### config.mk
export PLATFORM = sky130hd
export DESIGN_NAME = imm_encoder
export DESIGN_NICKNAME = d
export VERILOG_FILES = /design/src/rtl/imm_encoder.sv
export SDC_FILE = /design/constraint.sdc
export NUM_CORES = 1
export LEC_CHECK = 0
export CAP_MARGIN = 15
export CORE_ASPECT_RATIO = 1.4
export CORE_UTILIZATION = 50
export CTS_BUF_LIST = sky130_fd_sc_hd__clkbuf_4 sky130_fd_sc_hd__clkbuf_8
export CTS_CLUSTER_DIAMETER = 100
export DETAILED_ROUTE_END_ITERATION = 8
export PLACE_DENSITY = 0.82
export SLEW_MARGIN = 20
export SYNTH_ARGS = -nofsm -noshare
export SYNTH_HDL_FRONTEND = slang
export SYNTH_SLANG_ARGS = --single-unit
### constraint.sdc
create_clock -name clk -period 4.4 [get_ports clk]
set_input_delay 0.88 -clock clk [delete_from_list [all_inputs] [get_ports clk]]
set_output_delay 0.88 -clock clk [all_outputs]
set_load 0.01 [all_outputs]
### src/rtl/imm_encoder.sv
// Packs a 32-bit immediate and register/opcode fields into an RV32I I/S/B/J instruction word.
// Two-stage valid/ready pipeline: S1 registers the fields and range-checks the immediate, S2 holds the assembled word.
module imm_encoder #(
    parameter int CNT_W   = 16,
    parameter bit ERR_NOP = 1'b0
) (
    input  logic             clk,
    input  logic             reset,
    input  logic             in_valid,
    output logic             in_ready,
    input  logic [1:0]       in_immSrc,
    input  logic [31:0]      in_imm,
    input  logic [6:0]       in_opcode,
    input  logic [4:0]       in_rd,
    input  logic [4:0]       in_rs1,
    input  logic [4:0]       in_rs2,
    input  logic [2:0]       in_funct3,
    output logic             out_valid,
    input  logic             out_ready,
    output logic [31:0]      out_instr,
    output logic             out_err,
    output logic [CNT_W-1:0] enc_count,
    output logic [CNT_W-1:0] err_count
);

    typedef enum logic [1:0] {
        FMT_I = 2'b00,
        FMT_S = 2'b01,
        FMT_B = 2'b10,
        FMT_J = 2'b11
    } fmt_t;

    localparam logic [31:0] NOP = 32'h0000_0013;

    logic        ready_q;
    logic        s1_valid;
    fmt_t        s1_src;
    logic [20:0] s1_imm;
    logic [6:0]  s1_op;
    logic [4:0]  s1_rd;
    logic [4:0]  s1_rs1;
    logic [4:0]  s1_rs2;
    logic [2:0]  s1_f3;
    logic        s1_err;

    logic        s2_free;
    logic        accept;
    logic        imm_err;
    logic [31:0] word;

    // S2 can take a new word when it is empty or its word leaves this cycle.
    assign s2_free  = !out_valid || out_ready;
    assign in_ready = ready_q && (!s1_valid || s2_free);
    assign accept   = in_valid && in_ready;

    always_comb begin
        imm_err = 1'b0;
        case (fmt_t'(in_immSrc))
            FMT_I, FMT_S: imm_err = !((in_imm[31:11] == '0) || (in_imm[31:11] == '1));
            FMT_B:        imm_err = !((in_imm[31:12] == '0) || (in_imm[31:12] == '1)) || in_imm[0];
            FMT_J:        imm_err = !((in_imm[31:20] == '0) || (in_imm[31:20] == '1)) || in_imm[0];
            default:      imm_err = 1'b0;
        endcase
    end

    always_ff @(posedge clk or posedge reset) begin
        if (reset) begin
            ready_q <= 1'b0;
        end else begin
            ready_q <= 1'b1;
        end
    end

    always_ff @(posedge clk or posedge reset) begin
        if (reset) begin
            s1_valid <= 1'b0;
            s1_src   <= FMT_I;
            s1_imm   <= '0;
            s1_op    <= '0;
            s1_rd    <= '0;
            s1_rs1   <= '0;
            s1_rs2   <= '0;
            s1_f3    <= '0;
            s1_err   <= 1'b0;
        end else begin
            if (in_ready) begin
                s1_valid <= in_valid;
            end
            if (accept) begin
                s1_src <= fmt_t'(in_immSrc);
                s1_imm <= in_imm[20:0];
                s1_op  <= in_opcode;
                s1_rd  <= in_rd;
                s1_rs1 <= in_rs1;
                s1_rs2 <= in_rs2;
                s1_f3  <= in_funct3;
                s1_err <= imm_err;
            end
        end
    end

    always_comb begin
        word = '0;
        case (s1_src)
            FMT_I: word = {s1_imm[11:0], s1_rs1, s1_f3, s1_rd, s1_op};
            FMT_S: word = {s1_imm[11:5], s1_rs2, s1_rs1, s1_f3, s1_imm[4:0], s1_op};
            FMT_B: word = {s1_imm[12], s1_imm[10:5], s1_rs2, s1_rs1, s1_f3,
                           s1_imm[4:1], s1_imm[11], s1_op};
            FMT_J: word = {s1_imm[20], s1_imm[10:1], s1_imm[11], s1_imm[19:12], s1_rd, s1_op};
            default: word = '0;
        endcase
    end

    always_ff @(posedge clk or posedge reset) begin
        if (reset) begin
            out_valid <= 1'b0;
            out_instr <= '0;
            out_err   <= 1'b0;
        end else if (s2_free) begin
            out_valid <= s1_valid;
            if (s1_valid) begin
                out_instr <= (ERR_NOP && s1_err) ? NOP : word;
                out_err   <= s1_err;
            end
        end
    end

    always_ff @(posedge clk or posedge reset) begin
        if (reset) begin
            enc_count <= '0;
            err_count <= '0;
        end else if (out_valid && out_ready) begin
            enc_count <= enc_count + CNT_W'(1);
            if (out_err) begin
                err_count <= err_count + CNT_W'(1);
            end
        end
    end

endmodule

; After elaboration in Yosys (flattened, before gate mapping)
; Cells that the tools add are included.
; Widths: inputs -> output; s select.
[word_totals]
n_memories = 0
input_bits = 63
mem_bits_rw = 0
romBits = 0
reg_bits = 117
latchBits = 0
[classes]
n_reduce_logical = 23
n_shift = 0
magnitude_cmp = 0
eq_ne = 9
n_mul = 0
div = 0
add_sub_neg = 2
mux = 2
bitwise = 0
[op_table]
columns = op, count
row1 = $pmux 32 s4, 1
row2 = $add 16x1->16 const B, 2
row3 = $eq 21x21->1 const B, 1
row4 = $logic_not 21->1, 1
row5 = $eq 20x20->1 const B, 1
row6 = $logic_not 20->1, 1
row7 = $eq 12x12->1 const B, 1
row8 = $logic_not 12->1, 1
row9 = $eq 2x2->1 const B, 4
row10 = $logic_or 1x1->1, 7
row11 = $logic_not 1->1, 5
row12 = $eq 2x1->1 const B, 2
row13 = $logic_not 2->1, 2
row14 = $reduce_and 2->1, 2
row15 = $logic_and 1x1->1, 3
row16 = $pmux 1 s3, 1
row17 = $reduce_or 2->1, 1

; Logic depth before layout (Yosys ltp)
; Gate-level depths: netlist of run 1.
[depth]
depth_word = 5
depth_mapped = 6
mapped_depth_nobuf = 5

; Least setup slack after synthesis of run 1
; OpenSTA, ideal clock, no wires.
[synth_timing]
path_kind = input-to-output
start = input out_ready
end = output in_ready
cell_stages = 2
t_required_ps = 3520
arrival_time_ps = 1254
n_path_buf = 0
setup_slack_ps = 2266
path_cell_list = nand2b_1 -> o21a_1
[synth_via]
elab_chain_cells = 3
[synth_lines]
columns = element, line_no
row1 = "start, declared", 19  ; input logic out_ready,
row2 = $logic_or 1x1->1, 52  ; assign s2_free = !out_valid || out_ready;
row3 = $logic_or 1x1->1, 53  ; assign in_ready = ready_q && (!s1_valid || s2_free);
row4 = $logic_and 1x1->1, 53
row5 = "end, declared", 10  ; output logic in_ready,
; No other way between the ends.

; Final worst setup path of run 1
; Ends and elaborated chain as after synthesis.

==> flow_metrics.env, run 1 <==
export IMPL_outcome="finished clean"
export IMPL_start_kind="input port"
export IMPL_synthArstFlopShare_pct=100.0
export IMPL_area_delta_synth_final_pct=37.37
export IMPL_setup_violations=0
export IMPL_root_buffer="clkbuf_8"
export IMPL_die_x_um=85.43
export IMPL_min_path_type="reg2reg"
export IMPL_cts_tree="yes"
export IMPL_final_util_pct=70.75
export IMPL_finalPower_mw=3.534
export IMPL_start_util_pct=51.51
export IMPL_rr_endpoint="out_instr[27]"
export IMPL_layout_drive_gt1_share_pct=11.45
export IMPL_post_cts_buffers=0
export IMPL_insertion_delay_ps=410
export IMPL_critPathArrivalTime_ps=2340
export IMPL_synth_cells=372
export IMPL_cp_slowest_cell="clkdlybuf4s50_1"
export IMPL_cpMostUsedCell="clkdlybuf4s50_1"
export IMPL_rsz0062_at_grt="false"
export IMPL_worst_r2r_path_depth=3
export IMPL_wl_per_cell_um=15.56
export IMPL_hold_viol=0
export IMPL_powerDensity_nw_per_um2=528.1
export IMPL_min_path_cells=1
export IMPL_grt_pass1_vias=3526
export IMPL_yosys_area_top_type_share_pct=60.09
export IMPL_netlist_cell_type_count=35
export IMPL_worstSetupPathType="in2out"
export IMPL_io_buffers=129
export IMPL_seq_area_frac_synth_pct=60.09
export IMPL_tns_ps=0
export IMPL_synthFlopType="dfrtp_1"
export IMPL_fmax_ghz=0.3103
export IMPL_critPathCaptureType="primary output"
export IMPL_vdd_drop_max_mv=0.3303
export IMPL_netlist_area_um2=4872
export IMPL_grt_overflow=0
export IMPL_max_slew_margin_rel_pct=37.12
export IMPL_grt_pass1_wl_um=16860
export IMPL_vias=3355
export IMPL_numClockSinks=117
export IMPL_leakage_nw=2.952
export IMPL_gp_congestion=0.7277
export IMPL_whs_endpoint="enc_count[15]"
export IMPL_crit_buf_inv=2
export IMPL_finalCritPeriodShare_pct=73.24
export IMPL_period_minus_slack_ps=3222
export IMPL_avgViaCountPerCell=5.283
export IMPL_worstPathRequired_ps=3520
export IMPL_ant_nets=0
export IMPL_ios=130
export IMPL_synth_area_top_cells="dfrtp_1 (60%), mux2_1 (11%), mux2_2 (4.4%), mux2i_1 (3.7%), xnor2_1 (3.6%)"
export IMPL_maxCapViolations=0
export IMPL_firstDrtPassIters=4
export IMPL_yosysTopAreaCell="dfrtp_1"
export IMPL_cp_cell_sequence="clkdlybuf4s50_1, nand2b_1, o21a_1, clkdlybuf4s50_1"
export IMPL_initialDrtViolationCount=163
export IMPL_fp_dieH_um=118.8
export IMPL_wl_um=9879
export IMPL_path_delay_family="buffers and inverters"
export IMPL_maxSlewViolCount=0
export IMPL_synth_common_cells="dfrtp_1 (117), mux2_1 (47), nand2_1 (33)"
export IMPL_htreeDepth=4
export IMPL_rows=42
export IMPL_slowest_delay_ps=550
export IMPL_cts_buffer_depth=2
export IMPL_cts_resized=0
export IMPL_worst_slew_pin_slew_ps=939.9
export IMPL_hpwl_um=7138
export IMPL_nets=576
export IMPL_r2r_start="out_valid"
export IMPL_path_max_fanout=5
export IMPL_synth_seq_cells=117
export IMPL_yosysMostFrequentCell="dfrtp_1"
export IMPL_drc=0
export IMPL_core_area_um2=9459
export IMPL_antenna_found_initial=1
export IMPL_r2r_slack_ps=2590
export IMPL_hold_buffers=0
export IMPL_min_from="enc_count[15]"
export IMPL_fin_worst_skew_ps=8.742
export IMPL_grt_usage_pct=21.51
export IMPL_clk_pin_slew_ps=60
export IMPL_synth_edf_count=0
export IMPL_yosys_warnings=0
export IMPL_synth_nets=437
export IMPL_cts_buffers=17
export IMPL_grt_max_degree=60
export IMPL_die_area_um2=10150
export IMPL_synth_area_per_cell_um2=13.10
==> registers in the layout, indices dropped and copies added (netlist names) <==
| register | flops |
|---|---|
| s1_imm | 21 |
| s1_src | 2 |
| s1_err | 1 |
| out_err | 1 |
| s1_valid | 1 |
| out_valid | 1 |
| out_instr | 32 |
| s1_rs2 | 5 |
| s1_rs1 | 5 |
| s1_rd | 5 |
| enc_count | 16 |
| err_count | 16 |
| s1_f3 | 3 |
| s1_op | 7 |
| ready_q | 1 |
==> kinds of logic after synthesis <==
| kind of cell | synth area share, % |
|---|---|
| and+or+nand+nor | 9.451 |
| DFF | 60.09 |
| AOI/OAI and AO/OA | 3.236 |
| muxes | 18.95 |
| xor gates and xnor gates | 5.958 |
| other | 0.07697 |
| buffers and inverters | 1.721 |
| adders and majority gates | 0.5135 |
==> worst register-to-register path, delay by kind of cell, from the launching register on <==
family / cells / cell delay [ps]
DFF: 1 / 410
muxes: 1 / 440
and+or+nand+nor: 2 / 840
==> stage by stage <==
step | instance area [um^2] | hold slack, ps | cells | setup WS (ps)
2_1_floorplan | 4872 | 444.6 | 372 | 419.2
3_3_place_gp | 6272 | 461.1 | 602 | 1237
4_1_cts | 6690 | 477.1 | 634 | 1171
5_1_grt | 6690 | 483.0 | 634 | 1096
6_report | 6693 | 469.4 | 635 | 1178
3_5_place_dp | 6272 | 465.1 | 602 | 1178
==> where the power goes <==
part / leakage (nW) / internal (mW) / switching [mW]
clock: 0.219 / 0.612 / 0.405
combinational: 1.30 / 0.582 / 0.375
sequential: 1.44 / 1.35 / 0.210
total: 2.95 / 2.54 / 0.990
==> area by class of cell <==
cell class | instances | area, um^2
Timing Repair Buffer | 132 | 1326
Clock buffer | 22 | 290.3
Multi-Input combinational cell | 239 | 1863
Inverter | 4 | 17.52
Tap cell | 110 | 137.6
Fill cell | 685 | 2766
Clock inverter | 10 | 127.6
Sequential cell | 117 | 2928
Antenna cell | 1 | 2.502
==> worst max-delay path by stage <==
stage | startpoint | endpoint | slack (ps) | cells past startpoint
2_1_floorplan | reset | enc_count[0] | 420 | 1
5_1_grt | out_ready | in_ready | 1100 | 4
4_1_cts | out_ready | in_ready | 1170 | 4
6_report | out_ready | in_ready | 1180 | 4
3_5_place_dp | out_ready | in_ready | 1180 | 4
3_3_place_gp | out_ready | in_ready | 1240 | 4
==> routing by layer <==
metal | wire, um | up-vias | track usage [%]
li1 | - | 1577 | -
met1 | 4055 | 1660 | 25.47
met2 | 5064 | 105 | 35.20
met3 | 605 | 13 | 7.682
met4 | 154 | 0 | 9.063
met5 | 0 | - | 0
==> cell usage in the layout (no fill, tap or decap), types with 11 or more instances in the layout <==
cell               n
clkbuf_8          20
clkdlybuf4s50_1  129
dfrtp_1          117
mux2_1            47
mux2_2            19
mux2i_1           18
nand2_1           32
nand3_1           11
nand4_1           11
nor2_1            11
o21ai_0           23
xnor2_1           20
(Power assumes the default switching activity.)
==> run 2: changes to the inputs <==
--- a/config.mk
+++ b/config.mk
@@ -7,11 +7,11 @@
 export LEC_CHECK = 0
 export CAP_MARGIN = 15
 export CORE_ASPECT_RATIO = 1.4
-export CORE_UTILIZATION = 50
+export CORE_UTILIZATION = 45
 export CTS_BUF_LIST = sky130_fd_sc_hd__clkbuf_4 sky130_fd_sc_hd__clkbuf_8
 export CTS_CLUSTER_DIAMETER = 100
 export DETAILED_ROUTE_END_ITERATION = 8
-export PLACE_DENSITY = 0.82
+export PLACE_DENSITY = 0.78
 export SLEW_MARGIN = 20
 export SYNTH_ARGS = -nofsm -noshare
 export SYNTH_HDL_FRONTEND = slang
==> constraint.sdc (replaced) <==
create_clock -name clk -period 2.65 [get_ports clk]
set_input_delay 0.53 -clock clk [delete_from_list [all_inputs] [get_ports clk]]
set_output_delay 0.53 -clock clk [all_outputs]
set_load 0.01 [all_outputs]
==> run 2 against run 1 <==
Routed wire length up 0.76%. Cell count is 4.7% higher. Count of clock-buffer cells in the layout decreased by 1. First-iteration DRC count decreased by 29%. Sequential share of layout area is 0.20 points lower. Non-clock buffer count is 4 higher. Utilization is 6.5 points lower. Via count grew 0.27%. Sequential power is 66% higher. Critical path depth unchanged. Global-route usage is 2.5 points lower.
==> flow_metrics.env, run 2 (synthesis results as in run 1) <==
export IMPL_critPathCaptureType="primary output"
export IMPL_grt_pass1_wl_um=17010
export IMPL_htreeDepth=4
export IMPL_outcome="finished clean"
export IMPL_cts_buffers=17
export IMPL_cts_buffer_depth=2
export IMPL_layout_drive_gt1_share_pct=11.95
export IMPL_start_util_pct=46.58
export IMPL_vias=3364
export IMPL_maxSlewViolCount=0
export IMPL_leakage_nw=2.942
export IMPL_diodes=0
export IMPL_regArea_um2=2928
export IMPL_top_register="out_instr"
export IMPL_final_area_um2=6723
export IMPL_die_area_um2=11250
export IMPL_period_minus_slack_ps=2494
export IMPL_critPathArrivalTime_ps=1960
export IMPL_fp_dieH_um=125.1
export IMPL_gp_congestion=0.7277
export IMPL_worstPathRequired_ps=2120
export IMPL_antenna_found_initial=0
export IMPL_wl_per_cell_um=14.97
export IMPL_cts_resized=0
export IMPL_mostFrequentLayoutCell="clkdlybuf4s50_1"
export IMPL_hpwl_um=7286
export IMPL_cts_tree="yes"
export IMPL_finalPower_mw=5.659
export IMPL_post_cts_buffers=0
export IMPL_io_buffers=129
export IMPL_ios=130
export IMPL_path_max_fanout=3
export IMPL_largestRegisters="out_instr x32, s1_imm x21"
export IMPL_core_area_um2=10460
export IMPL_firstDrtPassIters=4
export IMPL_grt_max_degree=78
export IMPL_insertion_delay_ps=410
export IMPL_rows=44
export IMPL_multiInputGateArea_um2=1863
export IMPL_vdd_drop_max_mv=0.6158
export IMPL_rsz0062_at_grt="false"
export IMPL_final_cell_mix="clkdlybuf4s50_1 (129), dfrtp_1 (117), mux2_1 (47)"
export IMPL_worstSetupPathType="in2out"
export IMPL_fin_worst_skew_ps=6.659
export IMPL_worst_slew_pin_slew_ps=511.0
export IMPL_finalCritPeriodShare_pct=94.12
export IMPL_wl_um=9954
export IMPL_grt_overflow=0
export IMPL_avgViaCountPerCell=5.059
export IMPL_powerDensity_nw_per_um2=841.8
export IMPL_fmax_ghz=0.4009
export IMPL_initialDrtViolationCount=115
export IMPL_numClockSinks=117
export IMPL_area_delta_synth_final_pct=37.98
export IMPL_clk_pin_slew_ps=60
export IMPL_root_buffer="clkbuf_8"
export IMPL_maxCapViolations=0
export IMPL_min_path_type="reg2reg"
export IMPL_die_x_um=89.94
export IMPL_grt_pass1_vias=3665
export IMPL_grt_usage_pct=19.02
export IMPL_nets=580
export IMPL_tns_ps=0
export IMPL_post_dp_cell_area_um2=6364
export IMPL_r2r_slack_ps=890
export IMPL_start_kind="input port"
export IMPL_max_slew_margin_rel_pct=65.93
export IMPL_hold_viol=0
export IMPL_drc=0
export IMPL_timing_hold_ws_ps=477.2
export IMPL_ant_nets=0
export IMPL_setup_violations=0
export IMPL_hold_buffers=0
export IMPL_largest_reg_flops=32
export IMPL_fillers=848
## run 2: changes by cell type in the layout (fill, tap and decap cells not counted)
cell        previous run  this run
buf_12                 1         3
buf_4                  2         4
bufinv_16              3         1
clkbuf_8              20        19
clkinvlp_4             1         4
diode_2                1         0
inv_4                  1         0
## run 2: per-layer routing
metal | global-route usage, % | vias to the layer above | share of wire [%]
met3 | 4.745 | 11 | 4.0
met4 | 7.590 | 0 | 1.1
met1 | 20.93 | 1683 | 39
met5 | 0 | - | 0
li1 | - | 1584 | -
met2 | 34.93 | 86 | 56
## run 2: final cells by class
class,instances,area share (%)
sequential,117,43.55
timing repair buffer,136,20.55
tap,138,2.568
clock inverter,10,1.228
inverter,4,0.2792
multi-input combinational,239,27.71
clock buffer,21,4.113
## run 2: report_power, final
group / leakage, nW / internal [mW] / switching (mW)
clock network: 0.184 / 0.795 / 0.662
registers: 1.44 / 2.24 / 0.345
logic: 1.32 / 0.981 / 0.635
## run 2: path summary, 6_finish.rpt
path                               start  depth (start not counted)             to
setup / recovery               out_ready                          4       in_ready
hold / removal             err_count[15]                          1  err_count[15]
setup reg to reg               out_valid                          6      s1_rs2[1]
hold reg to reg            err_count[15]                          1  err_count[15]
max in group asynchronous          reset                          3  err_count[15]
min in group asynchronous          reset                          3   enc_count[5]
## run 2: worst max-delay path, stage by stage
cell and delay [ps]:
clkdlybuf4s50_1 500, nand2b_1 190, o21a_1 180, clkdlybuf4s50_1 560
## run 2: per-stage QoR
stage,setup slack (ps),instances,utilization (%)
global route,102.5,665,64.27
global placement,171.6,634,60.84
detailed placement,193.0,634,60.84
finish,155.8,665,64.27
floorplan,692.6,372,-
CTS,174.3,665,64.27
